File: src/rtl/divider_share_arbiter_if.sv
// Request/response bundle between the requesting datapath blocks and the shared divider arbiter.
// The master modport is the requester/consumer side; the slave modport is the arbiter.
interface divider_share_arbiter_if #(
  parameter int NREQ = 4,
  parameter int ID_W = 2
);
  logic [NREQ-1:0]    req_valid;
  logic [NREQ-1:0]    req_ready;
  logic [16*NREQ-1:0] req_n;
  logic [8*NREQ-1:0]  req_d;
  logic               rsp_valid;
  logic               rsp_ready;
  logic [ID_W-1:0]    rsp_id;
  logic [7:0]         rsp_q;
  logic [7:0]         rsp_r;
  logic               rsp_dz;
  logic               rsp_ovf;

  modport master (
    output req_valid, req_n, req_d, rsp_ready,
    input  req_ready, rsp_valid, rsp_id, rsp_q, rsp_r, rsp_dz, rsp_ovf
  );

  modport slave (
    input  req_valid, req_n, req_d, rsp_ready,
    output req_ready, rsp_valid, rsp_id, rsp_q, rsp_r, rsp_dz, rsp_ovf
  );
endinterface

File: src/rtl/divider_share_arbiter.sv
// Round-robin sequencer time-sharing one combinational 16/8 array divider among NREQ requesters.
// Define DIVARB_OPCNT_EN to add the 16-bit op_count output counting response handshakes.
module divider_share_arbiter #(
  parameter int NREQ       = 4,
  parameter int ID_W       = 2,
  parameter int SETTLE_CYC = 2
) (
  input  logic                   clk,
  input  logic                   rst_n,
  divider_share_arbiter_if.slave bus,
  output logic [15:0]            div_n,
  output logic [7:0]             div_d,
  input  logic [7:0]             div_q,
  input  logic [7:0]             div_r,
  output logic                   busy
`ifdef DIVARB_OPCNT_EN
  ,
  output logic [15:0]            op_count
`endif
);
  localparam int CNT_W = (SETTLE_CYC > 1) ? $clog2(SETTLE_CYC) : 1;

  typedef enum logic [1:0] {IDLE, SETTLE, RESP} state_t;

  state_t           state_q, state_d;
  logic [CNT_W-1:0] cnt_q, cnt_d;
  logic [ID_W-1:0]  last_grant_q, last_grant_d;
  logic [15:0]      op_n_q, op_n_d;
  logic [7:0]       op_d_q, op_d_d;
  logic [ID_W-1:0]  op_id_q, op_id_d;
  logic             op_ovf_q, op_ovf_d;
  logic             rsp_valid_q, rsp_valid_d;
  logic [ID_W-1:0]  rsp_id_q, rsp_id_d;
  logic [7:0]       rsp_q_q, rsp_q_d;
  logic [7:0]       rsp_r_q, rsp_r_d;
  logic             rsp_dz_q, rsp_dz_d;
  logic             rsp_ovf_q, rsp_ovf_d;

  logic             grant_found;
  logic [ID_W-1:0]  grant_idx;
  logic [15:0]      sel_n;
  logic [7:0]       sel_d;
  logic [NREQ-1:0]  ready_vec;
  logic             rsp_fire;

  // Search upward from the requester after the last grant, wrapping at NREQ.
  always_comb begin
    grant_found = 1'b0;
    grant_idx   = '0;
    for (int k = 1; k <= NREQ; k++) begin
      for (int i = 0; i < NREQ; i++) begin
        if (!grant_found && bus.req_valid[i] && (((int'(last_grant_q) + k) % NREQ) == i)) begin
          grant_found = 1'b1;
          grant_idx   = ID_W'(i);
        end
      end
    end
  end

  always_comb begin
    sel_n     = '0;
    sel_d     = '0;
    ready_vec = '0;
    for (int i = 0; i < NREQ; i++) begin
      if (grant_idx == ID_W'(i)) begin
        sel_n        = bus.req_n[16*i +: 16];
        sel_d        = bus.req_d[8*i +: 8];
        ready_vec[i] = rst_n && (state_q == IDLE) && grant_found;
      end
    end
  end

  assign rsp_fire = rsp_valid_q && bus.rsp_ready;

  always_comb begin
    state_d      = state_q;
    cnt_d        = cnt_q;
    last_grant_d = last_grant_q;
    op_n_d       = op_n_q;
    op_d_d       = op_d_q;
    op_id_d      = op_id_q;
    op_ovf_d     = op_ovf_q;
    rsp_valid_d  = rsp_valid_q;
    rsp_id_d     = rsp_id_q;
    rsp_q_d      = rsp_q_q;
    rsp_r_d      = rsp_r_q;
    rsp_dz_d     = rsp_dz_q;
    rsp_ovf_d    = rsp_ovf_q;
    case (state_q)
      IDLE: begin
        if (grant_found) begin
          last_grant_d = grant_idx;
          op_n_d       = sel_n;
          op_d_d       = sel_d;
          op_id_d      = grant_idx;
          op_ovf_d     = (sel_d != 8'd0) && (sel_n[15:8] >= sel_d);
          // A zero divisor is answered immediately without waiting on the array.
          if (sel_d == 8'd0) begin
            rsp_valid_d = 1'b1;
            rsp_id_d    = grant_idx;
            rsp_q_d     = 8'hFF;
            rsp_r_d     = sel_n[7:0];
            rsp_dz_d    = 1'b1;
            rsp_ovf_d   = 1'b0;
            state_d     = RESP;
          end else begin
            cnt_d   = CNT_W'(SETTLE_CYC - 1);
            state_d = SETTLE;
          end
        end
      end
      SETTLE: begin
        if (cnt_q == '0) begin
          rsp_valid_d = 1'b1;
          rsp_id_d    = op_id_q;
          rsp_q_d     = div_q;
          rsp_r_d     = div_r;
          rsp_dz_d    = 1'b0;
          rsp_ovf_d   = op_ovf_q;
          state_d     = RESP;
        end else begin
          cnt_d = cnt_q - 1'b1;
        end
      end
      RESP: begin
        if (rsp_fire) begin
          rsp_valid_d = 1'b0;
          state_d     = IDLE;
        end
      end
      default: state_d = IDLE;
    endcase
  end

  always_ff @(posedge clk) begin
    if (!rst_n) begin
      state_q      <= IDLE;
      cnt_q        <= '0;
      last_grant_q <= ID_W'(NREQ - 1);
      op_n_q       <= '0;
      op_d_q       <= '0;
      op_id_q      <= '0;
      op_ovf_q     <= 1'b0;
      rsp_valid_q  <= 1'b0;
      rsp_id_q     <= '0;
      rsp_q_q      <= '0;
      rsp_r_q      <= '0;
      rsp_dz_q     <= 1'b0;
      rsp_ovf_q    <= 1'b0;
    end else begin
      state_q      <= state_d;
      cnt_q        <= cnt_d;
      last_grant_q <= last_grant_d;
      op_n_q       <= op_n_d;
      op_d_q       <= op_d_d;
      op_id_q      <= op_id_d;
      op_ovf_q     <= op_ovf_d;
      rsp_valid_q  <= rsp_valid_d;
      rsp_id_q     <= rsp_id_d;
      rsp_q_q      <= rsp_q_d;
      rsp_r_q      <= rsp_r_d;
      rsp_dz_q     <= rsp_dz_d;
      rsp_ovf_q    <= rsp_ovf_d;
    end
  end

`ifdef DIVARB_OPCNT_EN
  logic [15:0] op_count_q, op_count_d;

  always_comb begin
    op_count_d = op_count_q;
    if (rsp_fire) op_count_d = op_count_q + 16'd1;
  end

  always_ff @(posedge clk) begin
    if (!rst_n) op_count_q <= '0;
    else        op_count_q <= op_count_d;
  end

  assign op_count = op_count_q;
`endif

  assign bus.req_ready = ready_vec;
  assign bus.rsp_valid = rsp_valid_q;
  assign bus.rsp_id    = rsp_id_q;
  assign bus.rsp_q     = rsp_q_q;
  assign bus.rsp_r     = rsp_r_q;
  assign bus.rsp_dz    = rsp_dz_q;
  assign bus.rsp_ovf   = rsp_ovf_q;
  assign div_n         = op_n_q;
  assign div_d         = op_d_q;
  assign busy          = (state_q != IDLE);
endmodule
File: src/flat_wrapper.sv
// flat-port wrapper written by rule: the top's interface ports become plain ports
module divider_share_arbiter_flat 
#(
  parameter int NREQ       = 4,
  parameter int ID_W       = 2,
  parameter int SETTLE_CYC = 2
)
  (clk, rst_n, div_n, div_d, div_q, div_r, busy, bus_req_valid, bus_req_n, bus_req_d, bus_rsp_ready, bus_req_ready, bus_rsp_valid, bus_rsp_id, bus_rsp_q, bus_rsp_r, bus_rsp_dz, bus_rsp_ovf);
  divider_share_arbiter_if #(.NREQ(NREQ), .ID_W(ID_W)) bus_i ();
  input  logic clk;
  input  logic rst_n;
  output logic [15:0] div_n;
  output logic [7:0] div_d;
  input  logic [7:0] div_q;
  input  logic [7:0] div_r;
  output logic busy;
  input wire logic [$bits(bus_i.req_valid)-1:0] bus_req_valid;
  input wire logic [$bits(bus_i.req_n)-1:0] bus_req_n;
  input wire logic [$bits(bus_i.req_d)-1:0] bus_req_d;
  input wire logic [$bits(bus_i.rsp_ready)-1:0] bus_rsp_ready;
  output wire logic [$bits(bus_i.req_ready)-1:0] bus_req_ready;
  output wire logic [$bits(bus_i.rsp_valid)-1:0] bus_rsp_valid;
  output wire logic [$bits(bus_i.rsp_id)-1:0] bus_rsp_id;
  output wire logic [$bits(bus_i.rsp_q)-1:0] bus_rsp_q;
  output wire logic [$bits(bus_i.rsp_r)-1:0] bus_rsp_r;
  output wire logic [$bits(bus_i.rsp_dz)-1:0] bus_rsp_dz;
  output wire logic [$bits(bus_i.rsp_ovf)-1:0] bus_rsp_ovf;
  assign bus_i.req_valid = bus_req_valid;
  assign bus_i.req_n = bus_req_n;
  assign bus_i.req_d = bus_req_d;
  assign bus_i.rsp_ready = bus_rsp_ready;
  assign bus_req_ready = bus_i.req_ready;
  assign bus_rsp_valid = bus_i.rsp_valid;
  assign bus_rsp_id = bus_i.rsp_id;
  assign bus_rsp_q = bus_i.rsp_q;
  assign bus_rsp_r = bus_i.rsp_r;
  assign bus_rsp_dz = bus_i.rsp_dz;
  assign bus_rsp_ovf = bus_i.rsp_ovf;
  divider_share_arbiter #(.NREQ(NREQ), .ID_W(ID_W), .SETTLE_CYC(SETTLE_CYC)) u_core (.clk(clk), .rst_n(rst_n), .bus(bus_i), .div_n(div_n), .div_d(div_d), .div_q(div_q), .div_r(div_r), .busy(busy));
endmodule
File: config.mk
export PLATFORM = sky130hd
export DESIGN_NAME = divider_share_arbiter_flat
export DESIGN_NICKNAME = d
export VERILOG_FILES = /design/src/rtl/divider_share_arbiter_if.sv /design/src/rtl/divider_share_arbiter.sv /design/src/flat_wrapper.sv
export SDC_FILE = /design/constraint.sdc
export NUM_CORES = 1
export LEC_CHECK = 0
export CORE_ASPECT_RATIO = 2
export CORE_UTILIZATION = 65
export DETAILED_ROUTE_END_ITERATION = 6
export DONT_BUFFER_PORTS = 1
export PLACE_DENSITY = 0.81
export SETUP_SLACK_MARGIN = 0.05
export SLEW_MARGIN = 20
export SYNTH_ARGS = -nofsm -noshare
export SYNTH_HDL_FRONTEND = slang
export SYNTH_SLANG_ARGS = --single-unit
File: constraint.sdc
create_clock -name clk -period 5.8 [get_ports clk]
set_input_delay 0.58 -clock clk [delete_from_list [all_inputs] [get_ports clk]]
set_output_delay 0.58 -clock clk [all_outputs]
set_load 0.01 [all_outputs]
## Yosys cells after proc, flatten, opt, wreduce, memory -nomap -nowiden

Cells that the tools add are included.

- Bits in registers: 53

- Multiplexer cells: 75
- Add/sub/neg operators: 5
- Reductions and logical operators: 70
- $lt $le $gt $ge: 1
- Eq/ne operators: 22
- Bitwise logic cells: 4

Operators with widths:

| kind | number |
|---|---|
| $logic_not 32->1 | 4 |
| $mux 8 | 10 |
| $mux 16 | 4 |
| $mux 2 | 21 |
| $logic_and 1x1->1 | 35 |
| $mux 1 | 32 |
| $pmux 8 s2 | 2 |
| $eq 3x3->1 const B | 8 |
| $logic_not 1->1 | 15 |
| $eq 3x2->1 const B | 4 |
| $ge 8x8->1 | 1 |
| $logic_not 8->1 | 1 |
| $reduce_bool 8->1 | 1 |
| $reduce_or 2->1 | 4 |
| $eq 2x2->1 const B | 3 |
| $ne 2x2->1 const B | 3 |
| $pmux 1 s2 | 3 |
| $pmux 2 s3 | 1 |
| $reduce_and 3->1 | 2 |
| $reduce_and 5->1 | 1 |
| $add 2x1->2 const B | 2 |
| $add 2x2->2 const B | 2 |
| $and 1x1->1 const A | 4 |
| $eq 2x1->1 const B | 2 |
| 9 further kinds | 12 |

## Longest topological paths before layout

Gate-level depths: netlist of the first run.

- Word-level depth: 75
- Gate-level depth with buffers: 21
- Depth with buffers taken out: 16

## Worst setup path before layout of the first run

OpenSTA, ideal clock, no wires.

- Path type: input to register
- From: input bus_req_valid[1]
- To: register u_core.op_ovf_q
- Slack: 2.147 ns
- Stages on the path: 20
- Data required time: 5.683 ns
- Arrival: 3.536 ns
- Path through: nor2b_1 -> a21oi_1 -> o221a_1 -> buf_4 -> buf_6 -> clkbuf_1 -> buf_1 -> mux2i_1 -> nand2_1 -> o21ai_1 -> ha_1 -> nand2b_1 -> a21o_1 -> a21oi_1 -> nor2b_1 -> o21ai_0 -> nand2b_1 -> a21oi_1 -> o21ai_0 -> a32o_1

- Cells in the longest elaborated chain, start to end: 66
- Elaborated cells on any way between the ends: 90
- Those cells by class: order compare (1); eq/ne (3); mux (38); reduce/logical (48)

RTL lines:

| item | RTL line | RTL |
|---|---|---|
| from (decl) | flat_wrapper.sv:17 | `input wire logic [$bits(bus_i.req_valid)-1:0] bus_req_valid;` |
| $logic_and 1x1->1 (2 in series) | divider_share_arbiter.sv:52 | `if (!grant_found && bus.req_valid[i] && (((int'(last_grant_q) + k) % NREQ) == i)) begin` |
| $mux 1 | divider_share_arbiter.sv:52 |  |
| $logic_not 1->1 | divider_share_arbiter.sv:52 |  |
| $logic_and 1x1->1 (2 in series) | divider_share_arbiter.sv:52 |  |
| $mux 1 | divider_share_arbiter.sv:52 |  |
| $logic_not 1->1 | divider_share_arbiter.sv:52 |  |
| $logic_and 1x1->1 (2 in series) | divider_share_arbiter.sv:52 |  |
| $mux 1 | divider_share_arbiter.sv:52 |  |
| (+43 left out) | -- |  |
| $mux 1 | divider_share_arbiter.sv:52 |  |
| $logic_not 1->1 | divider_share_arbiter.sv:52 |  |
| $logic_and 1x1->1 (2 in series) | divider_share_arbiter.sv:52 |  |
| $mux 2 | divider_share_arbiter.sv:52 |  |
| $logic_not 2->1 | divider_share_arbiter.sv:65 | `if (grant_idx == ID_W'(i)) begin` |
| $mux 16 / $mux 8 (equally long branches) (4 in series) | divider_share_arbiter.sv:65 |  |
| $ge 8x8->1 / $reduce_bool 8->1 (equally long branches) | divider_share_arbiter.sv:96 | `op_ovf_d = (sel_d != 8'd0) && (sel_n[15:8] >= sel_d);` |
| $logic_and 1x1->1 | divider_share_arbiter.sv:96 |  |
| to (signal assigned) | divider_share_arbiter.sv:157 | `op_ovf_q <= op_ovf_d;` |
| to (decl) | divider_share_arbiter.sv:31 | `logic op_ovf_q, op_ovf_d;` |

Parallel ways exist; a longest one is shown, timed or not.
A chain may end at the register's enable or synchronous reset.

## Worst setup path after layout of the first run

- From: register u_core.last_grant_q[1]
- To: register u_core.op_ovf_q

- Cells in the longest elaborated chain, start to end: 73
- Elaborated cells on any way between the ends: 121
- Those cells by class: add/sub (4); order compare (1); eq/ne (15); mux (39); bitwise (4); reduce/logical (58)

RTL lines:

| item | RTL line | RTL |
|---|---|---|
| from (decl) | divider_share_arbiter.sv:27 | `logic [ID_W-1:0] last_grant_q, last_grant_d;` |
| from (signal assigned) | divider_share_arbiter.sv:139 | `last_grant_q <= ID_W'(NREQ - 1);` |
| from (signal assigned) | divider_share_arbiter.sv:153 | `last_grant_q <= last_grant_d;` |
| $add 2x1->2 | divider_share_arbiter.sv:52 |  |
| $reduce_or 2->1 (no source line) | -- |  |
| $and 1x1->1 (no source line) | -- |  |
| $logic_not 32->1 | divider_share_arbiter.sv:52 |  |
| $logic_and 1x1->1 | divider_share_arbiter.sv:52 |  |
| $mux 1 | divider_share_arbiter.sv:52 |  |
| $logic_not 1->1 | divider_share_arbiter.sv:52 |  |
| $logic_and 1x1->1 (2 in series) | divider_share_arbiter.sv:52 |  |
| (+52 left out) | -- |  |
| $mux 1 | divider_share_arbiter.sv:52 |  |
| $logic_not 1->1 | divider_share_arbiter.sv:52 |  |
| $logic_and 1x1->1 (2 in series) | divider_share_arbiter.sv:52 |  |
| $mux 2 | divider_share_arbiter.sv:52 |  |
| $logic_not 2->1 | divider_share_arbiter.sv:65 |  |
| $mux 16 / $mux 8 (equally long branches) (4 in series) | divider_share_arbiter.sv:65 |  |
| $ge 8x8->1 / $reduce_bool 8->1 (equally long branches) | divider_share_arbiter.sv:96 |  |
| $logic_and 1x1->1 | divider_share_arbiter.sv:96 |  |

Parallel ways exist; a longest one is shown, timed or not.

==> results.py, run 1 <==
metrics = {
    "timing": {
        "final_hold_viol_count": 0,
        "rsz0062_at_grt": "false",
        "setup_tns_ns": 0,
        "relSlewSlack": 0.3079,
        "period_minus_slack_ns": 3.750,
        "fmax_mhz": 266.7,
        "drv_slew": 0,
        "worst_slew_pin_slew_ns": 1.037,
        "fin_worst_skew_ns": 0.006315,
        "timing.final.crit_share": 0.6466,
        "setup_viol": 0,
    },
    "min_path": {
        "hp-class": "primary input to flop",
    },
    "routing": {
        "drtIter0Drc": 53,
        "route.met3.wl_um": 542,
        "drt.antenna.violating_nets": 0,
        "remaining_drc_errors": 0,
        "wl_met2_um": 4351,
        "dr.pass1.iters": 4,
        "wire_per_inst_um": 19.03,
        "totalWireLength_um": 8219,
        "wl_met1_um": 2959,
        "viasPerCell": 6.611,
        "vias": 2856,
        "highest_layer": "met4",
    },
    "yosys": {
        "synth_cell_types": 47,
        "syn_inst": 395,
        "syn_area_per_cell_um2": 8.290,
        "ys_warn_count": 0,
        "synthesis.area_mm2": 0.003274,
        "yosysSeqAreaShare": 0.3240,
        "synth-seq-cells": 53,
        "syn-num-nets": 525,
    },
    "clock_tree": {
        "cts_tree": "built",
        "cts_setup_buffers": 0,
        "ctsResizeCount": 0,
        "cts_made_buffers": 5,
        "clkTransAtPathRegs_ns": 0.09,
        "htreeDepth": 2,
        "ctsHoldBuffers": 0,
        "cts_sinks": 53,
        "cts_buffer_depth": 2,
        "clock-root-buffer": "clkbuf_8",
        "clkLatencyLatePin_ns": 0.30,
    },
    "placed_design": {
        "gp_congestion": 0.9180,
        "port_buffers": 0,
        "dpl-instance-area_mm2": 0.003224,
        "hpwl_um": 6152,
    },
    "critical_path": {
        "crit_type": "flop to flop",
        "worst_setup_path_end_kind": "flop",
        "worst_ep_arrival_time_ns": 3.94,
        "crit_required_ns": 5.99,
        "path_max_fanout": 67,
        "cp-start-kind": "flop",
    },
    "flow_run": {
        "drv_cap": 0,
    },
    "cells_and_area": {
        "nets": 505,
        "fin_area_mm2": 0.003312,
        "antenna_cells": 0,
        "layout_commonest_cell": "dfxtp_1",
        "area_growth_pct": 1.146,
        "final_cell_mix": "53 x dfxtp_1, 51 x a21oi_1, 51 x nand2_1",
        "drive_gt1_frac": 0.08800,
    },
    "floorplanning": {
        "die-area_mm2": 0.005342,
        "die_h_um": 102.4,
        "pin_count": 169,
        "coreArea_mm2": 0.004865,
        "rows": 36,
        "start_util": 0.6731,
        "die_w_um": 52.19,
    },
    "global_route": {
        "grt_pass1_vias": 2631,
        "grt_pass1_wl_um": 12050,
        "antenna_found_initial": 0,
        "grt_start_max_net_pins": 68,
        "track_usage": 0.2982,
        "overflow": 0,
    },
    "power": {
        "leakagePower_nw": 1.370,
        "power.density_mw_per_mm2": 554.0,
        "vdd_drop_max_uv": 359.2,
        "total_power_w": 0.001835,
    },
    "outcome": {
        "outcome": "finished, final reports clean",
    },
}
worst max-delay path: stages (launching register included):
cell and delay (ns):
dfxtp_1 0.46, mux2i_1 0.25, o221a_4 0.83, mux2_1 0.39, o21ai_1 0.19, ha_1 0.26, nand2b_1 0.18, a21o_1 0.19
a21oi_1 0.13, nor2b_1 0.06, o21ai_0 0.14, nand2b_1 0.07, a21oi_1 0.13, o21ai_0 0.10, a32o_1 0.20
cells in the mapped netlist (all sizes together):
| cell type | instances | area [um^2] |
|---|---|---|
| a31oi | 4 | 25.02 |
| nand4 | 2 | 12.51 |
| o22ai | 1 | 6.260 |
| nor3 | 15 | 75.07 |
| a21oi | 52 | 264.0 |
| nand2b | 4 | 25.02 |
| and4 | 3 | 31.28 |
| nor4 | 1 | 6.260 |
| mux2i | 45 | 450.4 |
| or2 | 1 | 6.260 |
| and2 | 1 | 6.260 |
| buf | 10 | 92.58 |
| or3 | 1 | 6.260 |
| nand3 | 1 | 5.000 |
| mux2 | 9 | 105.1 |
| a222oi | 1 | 10.01 |
| nor2b | 15 | 93.84 |
| and3 | 1 | 6.260 |
| a311oi | 8 | 70.07 |
| dfxtp | 53 | 1061 |
| a221oi | 8 | 113.9 |
| a32o | 1 | 10.01 |
| clkinv | 1 | 3.750 |
| nor3b | 1 | 7.510 |
| o211ai | 2 | 15.01 |
| clkbuf | 20 | 75.07 |
| inv | 15 | 56.31 |
| nand2 | 51 | 191.4 |
| a21o | 1 | 7.510 |
| o221a | 1 | 11.26 |
| o21ai | 10 | 50.04 |
| ha | 11 | 137.6 |
| nor2 | 29 | 108.9 |
| a211oi | 14 | 110.1 |
| o32ai | 2 | 17.52 |
logic make-up (layout without fill, tap and decap cells):
| logic type | Yosys count | count (layout) | synth area share |
|---|---|---|---|
| AO/OA/AOI/OAI | 105 | 105 | 0.2170 |
| buffers and inverters | 46 | 26 | 0.06954 |
| multiplexers | 54 | 54 | 0.1697 |
| adder cells (fa/ha/maj) | 11 | 11 | 0.04203 |
| AND/OR/NAND/NOR | 126 | 126 | 0.1777 |
| flip-flops | 53 | 53 | 0.3240 |
state kept, by name, indices dropped and copies added (netlist names):
signal / cells
u_core.bus.rsp_r: 8
u_core.bus.rsp_q: 8
u_core.bus.rsp_dz: 1
u_core.bus.rsp_ovf: 1
u_core.state_q: 2
u_core.op_ovf_q: 1
u_core.bus.rsp_id: 2
u_core.cnt_q: 1
u_core.div_d: 8
u_core.last_grant_q: 2
u_core.bus.rsp_valid: 1
u_core.div_n: 16
u_core.op_id_q: 2
power by group:
| group | total (W) | internal (W) | switching [W] |
|---|---|---|---|
| logic | 0.000978 | 0.000372 | 0.000606 |
| registers | 0.000657 | 0.000500 | 0.000158 |
| clock network | 0.000199 | 0.0000839 | 0.000116 |
worst paths after layout:
kind	slack [ns]	from	to	cells after the start
worst max register to register	2.05	u_core.last_grant_q[1]	u_core.op_ovf_q	14
worst min-delay path	0.34	rst_n	u_core.last_grant_q[0]	1
worst min register to register	0.49	u_core.op_id_q[1]	u_core.op_id_q[1]	2
worst max-delay path	2.05	u_core.last_grant_q[1]	u_core.op_ovf_q	14
final cells by class:
type,count,area (um^2)
clock buffer,6,72.57
clock inverter,1,8.758
fill,414,1553
inverter,16,60.06
multi-input combinational,296,2016
sequential,53,1061
tap,57,71.32
timing repair buffer,3,22.52
stage by stage:
stage / instances / hold slack (ns) / utilization / worst slack [ns]
after global routing: 432 / 0.3348 / 0.6808 / 1.696
after detailed placement: 425 / 0.4804 / 0.6628 / 1.900
after global placement: 425 / 0.4575 / 0.6628 / 1.960
after floorplan: 395 / 0.4357 / - / 2.147
final: 432 / 0.3361 / 0.6808 / 2.050
after CTS: 432 / 0.3323 / 0.6795 / 2.052
layer usage:
layer | global-route usage | vias to the layer above
met5 | 0 | -
met2 | 0.5256 | 131
met3 | 0.06696 | 22
met4 | 0.1781 | 0
li1 | - | 1379
met1 | 0.3098 | 1324
Note: power is estimated with default switching activity, not from simulation.
==> inputs of run 2 (changes only) <==
--- a/config.mk
+++ b/config.mk
@@ -5,11 +5,12 @@
 export SDC_FILE = /design/constraint.sdc
 export NUM_CORES = 1
 export LEC_CHECK = 0
+export ABC_AREA = 1
 export CORE_ASPECT_RATIO = 2
-export CORE_UTILIZATION = 65
+export CORE_UTILIZATION = 64
 export DETAILED_ROUTE_END_ITERATION = 6
 export DONT_BUFFER_PORTS = 1
-export PLACE_DENSITY = 0.81
+export PLACE_DENSITY = 0.8
 export SETUP_SLACK_MARGIN = 0.05
 export SLEW_MARGIN = 20
 export SYNTH_ARGS = -nofsm -noshare
==> constraint.sdc (replaced) <==
create_clock -name clk -period 3.5 [get_ports clk]
set_input_delay 0.35 -clock clk [delete_from_list [all_inputs] [get_ports clk]]
set_output_delay 0.35 -clock clk [all_outputs]
set_load 0.01 [all_outputs]
==> run 2 against run 1 <==
Effect of this change: clock skew about the same; fmax grew 1.1%; cell count grew 52%; wire length grew 50%; non-clock buffer count increased by 64; area after synthesis is 9.9% higher; via count is 44% higher; the flow now finishes with violations (negative setup slack); count of clock-buffer cells in the layout is 1 higher; first-iteration DRC count rose to 3.5 times the previous value; utilization up 14 points; critical path type unchanged.
==> results.py, run 2 <==
metrics = {
    "yosys": {
        "yosysMostFrequentCell": "nand2_1",
        "syn_inst": 540,
        "synthesis.area_mm2": 0.003597,
        "synth_ff_type": "dfxtp_1",
        "yosysTopAreaCell": "dfxtp_1",
        "synth-seq-cells": 53,
        "synth_top_area_frac": 0.2950,
        "yosysSeqAreaShare": 0.2950,
        "synthTopCellsByArea": "dfxtp_1 29%, nand2_1 12%, nor2_1 8.6%, nand4_1 5.9%, nor2_2 5.9%",
        "ys_warn_count": 0,
        "ys_async_sr_fraction": 0,
        "syn_area_per_cell_um2": 6.661,
        "synth_cell_types": 35,
        "synth_edf_count": 0,
        "synthTopCellsByCount": "114 x nand2_1, 82 x nor2_1, 53 x dfxtp_1",
        "syn-num-nets": 670,
    },
    "clock_tree": {
        "cts_buffer_depth": 2,
        "cts_tree": "built",
        "htreeDepth": 2,
        "clkTransAtPathRegs_ns": 0.09,
        "cts_sinks": 53,
        "cts_made_buffers": 5,
        "clkLatencyLatePin_ns": 0.31,
        "clock-root-buffer": "clkbuf_8",
    },
    "routing": {
        "dr.pass1.iters": 5,
        "remaining_drc_errors": 0,
        "drtIter0Drc": 183,
        "wire_per_inst_um": 18.74,
        "totalWireLength_um": 12290,
        "viasPerCell": 6.265,
        "vias": 4110,
        "drt.antenna.violating_nets": 0,
    },
    "placed_design": {
        "dp_cells": 621,
        "port_buffers": 0,
        "dp_slack_ns": -0.2946,
        "gp_congestion": 0.9244,
        "hpwl_um": 8223,
    },
    "min_path": {
        "min_from": "rst_n",
        "worst_hold_path.endpoint": "u_core.bus.rsp_valid",
        "hold_depth": 2,
        "hp-class": "primary input to flop",
    },
    "cells_and_area": {
        "final_cell_mix": "104 x nand2_1, 75 x nor2_1, 63 x buf_4",
        "layout_commonest_cell": "nand2_1",
        "final.fill_count": 369,
        "largest_reg_flops": 16,
        "area_growth_pct": 23.34,
        "nets": 725,
        "stdcell_count": 656,
        "drive_gt1_frac": 0.2936,
        "antenna_cells": 0,
    },
    "critical_path": {
        "crit_required_ns": 3.70,
        "path_buf_inv": 4,
        "crit_type": "flop to flop",
        "reg2reg_to": "u_core.op_ovf_q",
        "worst_setup_path_end_kind": "flop",
        "rr_worst_depth": 27,
        "cp-start-kind": "flop",
        "r2r_start": "u_core.last_grant_q[0]",
        "worst_path_max_delay_cell": "dfxtp_4",
        "r2r_slack_ns": -0.21,
        "worst_ep_arrival_time_ns": 3.91,
        "max_stage_delay_ns": 0.41,
        "crit_family": "simple AND/OR/NAND/NOR gates",
        "path_max_fanout": 6,
    },
    "flow_run": {
        "drv_cap": 0,
    },
    "floorplanning": {
        "coreArea_mm2": 0.005420,
        "pin_count": 169,
        "die-area_mm2": 0.005942,
        "die_w_um": 55.01,
        "rows": 38,
        "die_h_um": 108.0,
        "start_util": 0.6637,
    },
    "timing": {
        "final_hold_viol_count": 0,
        "worst_slew_pin_slew_ns": 0.5439,
        "setup_ws_ns": -0.2092,
        "fmax_mhz": 269.6,
        "period_minus_slack_ns": 3.709,
        "setup_viol": 1,
        "rsz0062_at_grt": "true",
        "timing.final.crit_share": 1.060,
        "drv_slew": 0,
        "hold-worst-slack_ns": 0.1475,
        "fin_worst_skew_ns": 0.005867,
        "setup_tns_ns": -0.2092,
        "relSlewSlack": 0.6351,
    },
    "global_route": {
        "grt_start_max_net_pins": 46,
        "grt_pass1_wl_um": 16140,
        "track_usage": 0.3731,
        "overflow": 0,
        "grt_pass1_vias": 3726,
        "antenna_found_initial": 0,
    },
    "outcome": {
        "outcome": "finished, violations left",
        "violations": "negative setup slack",
    },
}
run 2: cells by family after synthesis:
logic type / after synthesis / synth area share
and+or+nand+nor: 327 / 0.4473
DFF: 53 / 0.2950
muxes: 8 / 0.02226
adders and majority gates: 11 / 0.03826
buffers and inverters: 75 / 0.09391
AOI/OAI and AO/OA: 66 / 0.1033
run 2: worst reg2reg max path, cell delays in order (launching register included):
cell	delay (ns)
dfxtp_4	0.41
inv_2	0.07
nand3_2	0.09
nand2_2	0.08
nor2_4	0.12
nand4_4	0.11
nor2_4	0.15
nand4_4	0.12
nor3_4	0.26
nand4_4	0.20
nand2_4	0.18
inv_4	0.06
nand2_4	0.07
inv_4	0.06
nand2_2	0.06
nand2_2	0.06
a221oi_4	0.22
ha_1	0.28
inv_1	0.06
a21boi_1	0.05
o21a_1	0.16
o21a_1	0.16
o21ai_1	0.11
nand2_1	0.08
a21oi_2	0.11
o21ai_1	0.06
o211ai_1	0.15
a21oi_1	0.08
run 2: metal layers:
metal | vias up | routed length [um] | GRT usage | share of wire
met5 | - | 0 | 0 | 0
met4 | 0 | 859 | 0.2196 | 0.070
met3 | 71 | 849 | 0.05767 | 0.069
met2 | 262 | 6556 | 0.6902 | 0.53
met1 | 1882 | 4026 | 0.3538 | 0.33
li1 | 1895 | - | - | -
run 2: final cells by class:
type                    count  area, um^2  area share
multi-input cells         414        2412      0.5437
flip-flops and latches     53        1069      0.2408
repair buffers             67       518.0      0.1168
inverters                  51       221.5     0.04992
clock buffers               7       107.6     0.02425
well taps                  60       75.07     0.01692
repair inverters            3       26.28    0.005922
clock inverters             1       7.507    0.001692
run 2: through the flow:
step           utilization  area (um^2)
4_1_cts             0.7895         4279
5_1_grt             0.8186         4437
6_report            0.8186         4437
3_3_place_gp        0.7239         3924
3_5_place_dp        0.7239         3924
2_1_floorplan            -         3662
run 2: repair_timing:
item / 4_1_cts / 5_1_grt
gates resized for setup: 34 / 16
endpoints found under the setup margin: 1 / 19
pin swaps: 22 / 19
hold buffers: 0 / 0
buffers inserted: 17 / 6
cloned: 0 / 5
run 2: worst max path at each step:
stage | start | to | depth (start not counted)
3_3_place_gp | u_core.last_grant_q[0] | u_core.op_ovf_q | 25
5_1_grt | u_core.last_grant_q[0] | u_core.op_ovf_q | 27
2_1_floorplan | u_core.last_grant_q[0] | u_core.op_ovf_q | 28
4_1_cts | u_core.last_grant_q[0] | u_core.op_ovf_q | 24
6_report | u_core.last_grant_q[0] | u_core.op_ovf_q | 27
3_5_place_dp | u_core.last_grant_q[0] | u_core.op_ovf_q | 25
Power of run 2 is left out: the tool's default activity adds up to more than one toggle a clock period on the data nets, which glitch-free logic cannot reach.
==> inputs of run 3 (changes only) <==
==> constraint.sdc (replaced) <==
create_clock -name clk -period 4.2 [get_ports clk]
set_input_delay 0.42 -clock clk [delete_from_list [all_inputs] [get_ports clk]]
set_output_delay 0.42 -clock clk [all_outputs]
set_load 0.01 [all_outputs]
==> run 3 against run 2 <==
Effect of this change: the run now ends clean; non-clock buffer count decreased by 53; critical path depth shrank 2; die area stayed put; register-to-register slack improved by 0.47 ns; fmax decreased by 5.9%; worst hold slack improved by 0.066 ns; via count fell by 10%; utilization down 11 points; wire length is 15% lower; highest routed layer unchanged.
==> results.py, run 3 (synthesis results as in run 2) <==
metrics = {
    "outcome": {
        "outcome": "finished, final reports clean",
    },
    "critical_path": {
        "worst_setup_path_end_kind": "flop",
        "crit_family": "simple AND/OR/NAND/NOR gates",
        "worst_path_max_delay_cell": "dfxtp_4",
        "path_max_fanout": 9,
        "crit_required_ns": 4.41,
        "crit_type": "flop to flop",
        "max_stage_delay_ns": 0.38,
        "worst_ep_arrival_time_ns": 4.15,
        "path_buf_inv": 4,
        "cp-start-kind": "flop",
    },
    "placed_design": {
        "port_buffers": 0,
        "gp_congestion": 0.9525,
        "hpwl_um": 7941,
    },
    "clock_tree": {
        "htreeDepth": 2,
        "clkTransAtPathRegs_ns": 0.09,
        "cts_buffer_depth": 2,
        "cts_sinks": 53,
        "clkLatencyLatePin_ns": 0.31,
        "cts_tree": "built",
        "clock-root-buffer": "clkbuf_8",
        "cts_made_buffers": 5,
    },
    "power": {
        "netSwitchingFraction": 0.5503,
        "seqPwrFrac": 0.211,
        "vdd_drop_max_uv": 931.4,
        "p_sw_w": 0.002592,
        "power.density_mw_per_mm2": 1227,
        "p_clk_frac": 0.077,
        "comb_power_share": 0.711,
        "leakagePower_nw": 1.728,
        "intPower_w": 0.002118,
    },
    "timing": {
        "worst_slew_pin_slew_ns": 0.8786,
        "relSlewSlack": 0.4143,
        "setup_tns_ns": 0,
        "drv_slew": 0,
        "fin_worst_skew_ns": 0.003506,
        "setup_viol": 0,
        "timing.final.crit_share": 0.9381,
        "fmax_mhz": 253.8,
        "final_hold_viol_count": 0,
        "period_minus_slack_ns": 3.940,
    },
    "floorplanning": {
        "die-area_mm2": 0.005942,
        "die_w_um": 55.01,
        "pin_count": 169,
        "rows": 38,
        "start_util": 0.6637,
        "coreArea_mm2": 0.005420,
        "die_h_um": 108.0,
    },
    "routing": {
        "drtIter0Drc": 111,
        "remaining_drc_errors": 0,
        "wire_per_inst_um": 17.44,
        "viasPerCell": 6.159,
        "totalWireLength_um": 10430,
        "vias": 3683,
        "dr.pass1.iters": 4,
        "drt.antenna.violating_nets": 0,
    },
    "cells_and_area": {
        "antenna_cells": 0,
        "nets": 667,
        "largest_reg_flops": 16,
        "drive_gt1_frac": 0.1766,
        "final-seq-area_mm2": 0.001069,
        "layout_commonest_cell": "nand2_1",
        "area_growth_pct": 6.678,
        "final.fill_count": 494,
        "final_cell_mix": "109 x nand2_1, 80 x nor2_1, 51 x dfxtp_1",
        "fin_util": 0.7080,
        "multi_input_area_mm2": 0.002270,
    },
    "global_route": {
        "antenna_found_initial": 0,
        "grt_pass1_wl_um": 15010,
        "grt_start_max_net_pins": 46,
        "overflow": 0,
        "track_usage": 0.3429,
        "grt_pass1_vias": 3362,
    },
    "min_path": {
        "hp-class": "primary input to flop",
    },
    "flow_run": {
        "drv_cap": 0,
    },
}
[run 3: layout make-up]
class,instances,share of cell area
multi-input cells,412,0.5915
flip-flops and latches,53,0.2784
inverters,51,0.05282
repair buffers,14,0.02739
clock buffers,7,0.02250
well taps,60,0.01956
clock inverters,1,0.007825
[run 3: worst register-to-register path: stages, from the launching register on]
cell and delay, ns:
dfxtp_4 0.38, inv_1 0.08, nand3_1 0.10, nand2_2 0.09, nor2_4 0.13, nand4_4 0.12, nor2_4 0.12, nand4_4 0.11
nor3_4 0.28, nand4_4 0.22, nand2_8 0.15, inv_1 0.11, nand2_4 0.12, clkinv_1 0.11, a221oi_2 0.34, ha_1 0.28
inv_1 0.05, a21boi_0 0.06, o21a_1 0.16, o21a_1 0.16, o21ai_0 0.14, nand2_1 0.06, a21oi_1 0.11, o21ai_0 0.08
o211ai_1 0.17, a21oi_1 0.08
[run 3: path summary, 6_finish.rpt]
path,to,from,slack (ns),depth (start not counted)
hold / removal,u_core.last_grant_q[0],rst_n,0.21,1
setup / recovery,u_core.op_ovf_q,u_core.last_grant_q[1],0.26,25
setup reg to reg,u_core.op_ovf_q,u_core.last_grant_q[1],0.26,25
hold reg to reg,u_core.op_ovf_q,u_core.op_ovf_q,0.47,2
[run 3: timing repair]
item	in CTS	in global routing
hold buffers	0	0
endpoints found under the setup margin	1	1
gates resized for setup	6	16
buffers inserted	3	3
gates cloned	0	0
pin swaps	0	6
[run 3: per-layer routing]
metal / up-vias / global-route usage / share of wire
met5: - / 0 / 0
met4: 0 / 0.1750 / 0.046
met3: 33 / 0.07173 / 0.079
met2: 185 / 0.6368 / 0.54
met1: 1698 / 0.3241 / 0.33
li1: 1767 / - / -
[run 3: through the flow]
step                      power (W)  instances  hold slack [ns]  worst slack, ns  instance area, um^2
final                      0.004710        598           0.2136           0.2599                 3837
after global routing       0.005146        598           0.2145         -0.01531                 3837
after CTS                  0.004533        595           0.2074          0.07656                 3749
after detailed placement   0.004087        584           0.4598          -0.1195                 3593
after global placement     0.004001        584           0.4535        -0.004886                 3593
after floorplan            0.003443        540           0.4415           0.3800                 3597
[run 3: power by group through the flow]
stage               logic (W)  clock network (W)  registers [W]
detailed placement    0.00309                  0       0.000999
CTS                   0.00317           0.000369       0.000990
global placement      0.00301                  0       0.000994
finish                0.00335           0.000365       0.000994
floorplan             0.00249                  0       0.000949
global route          0.00373           0.000386        0.00103
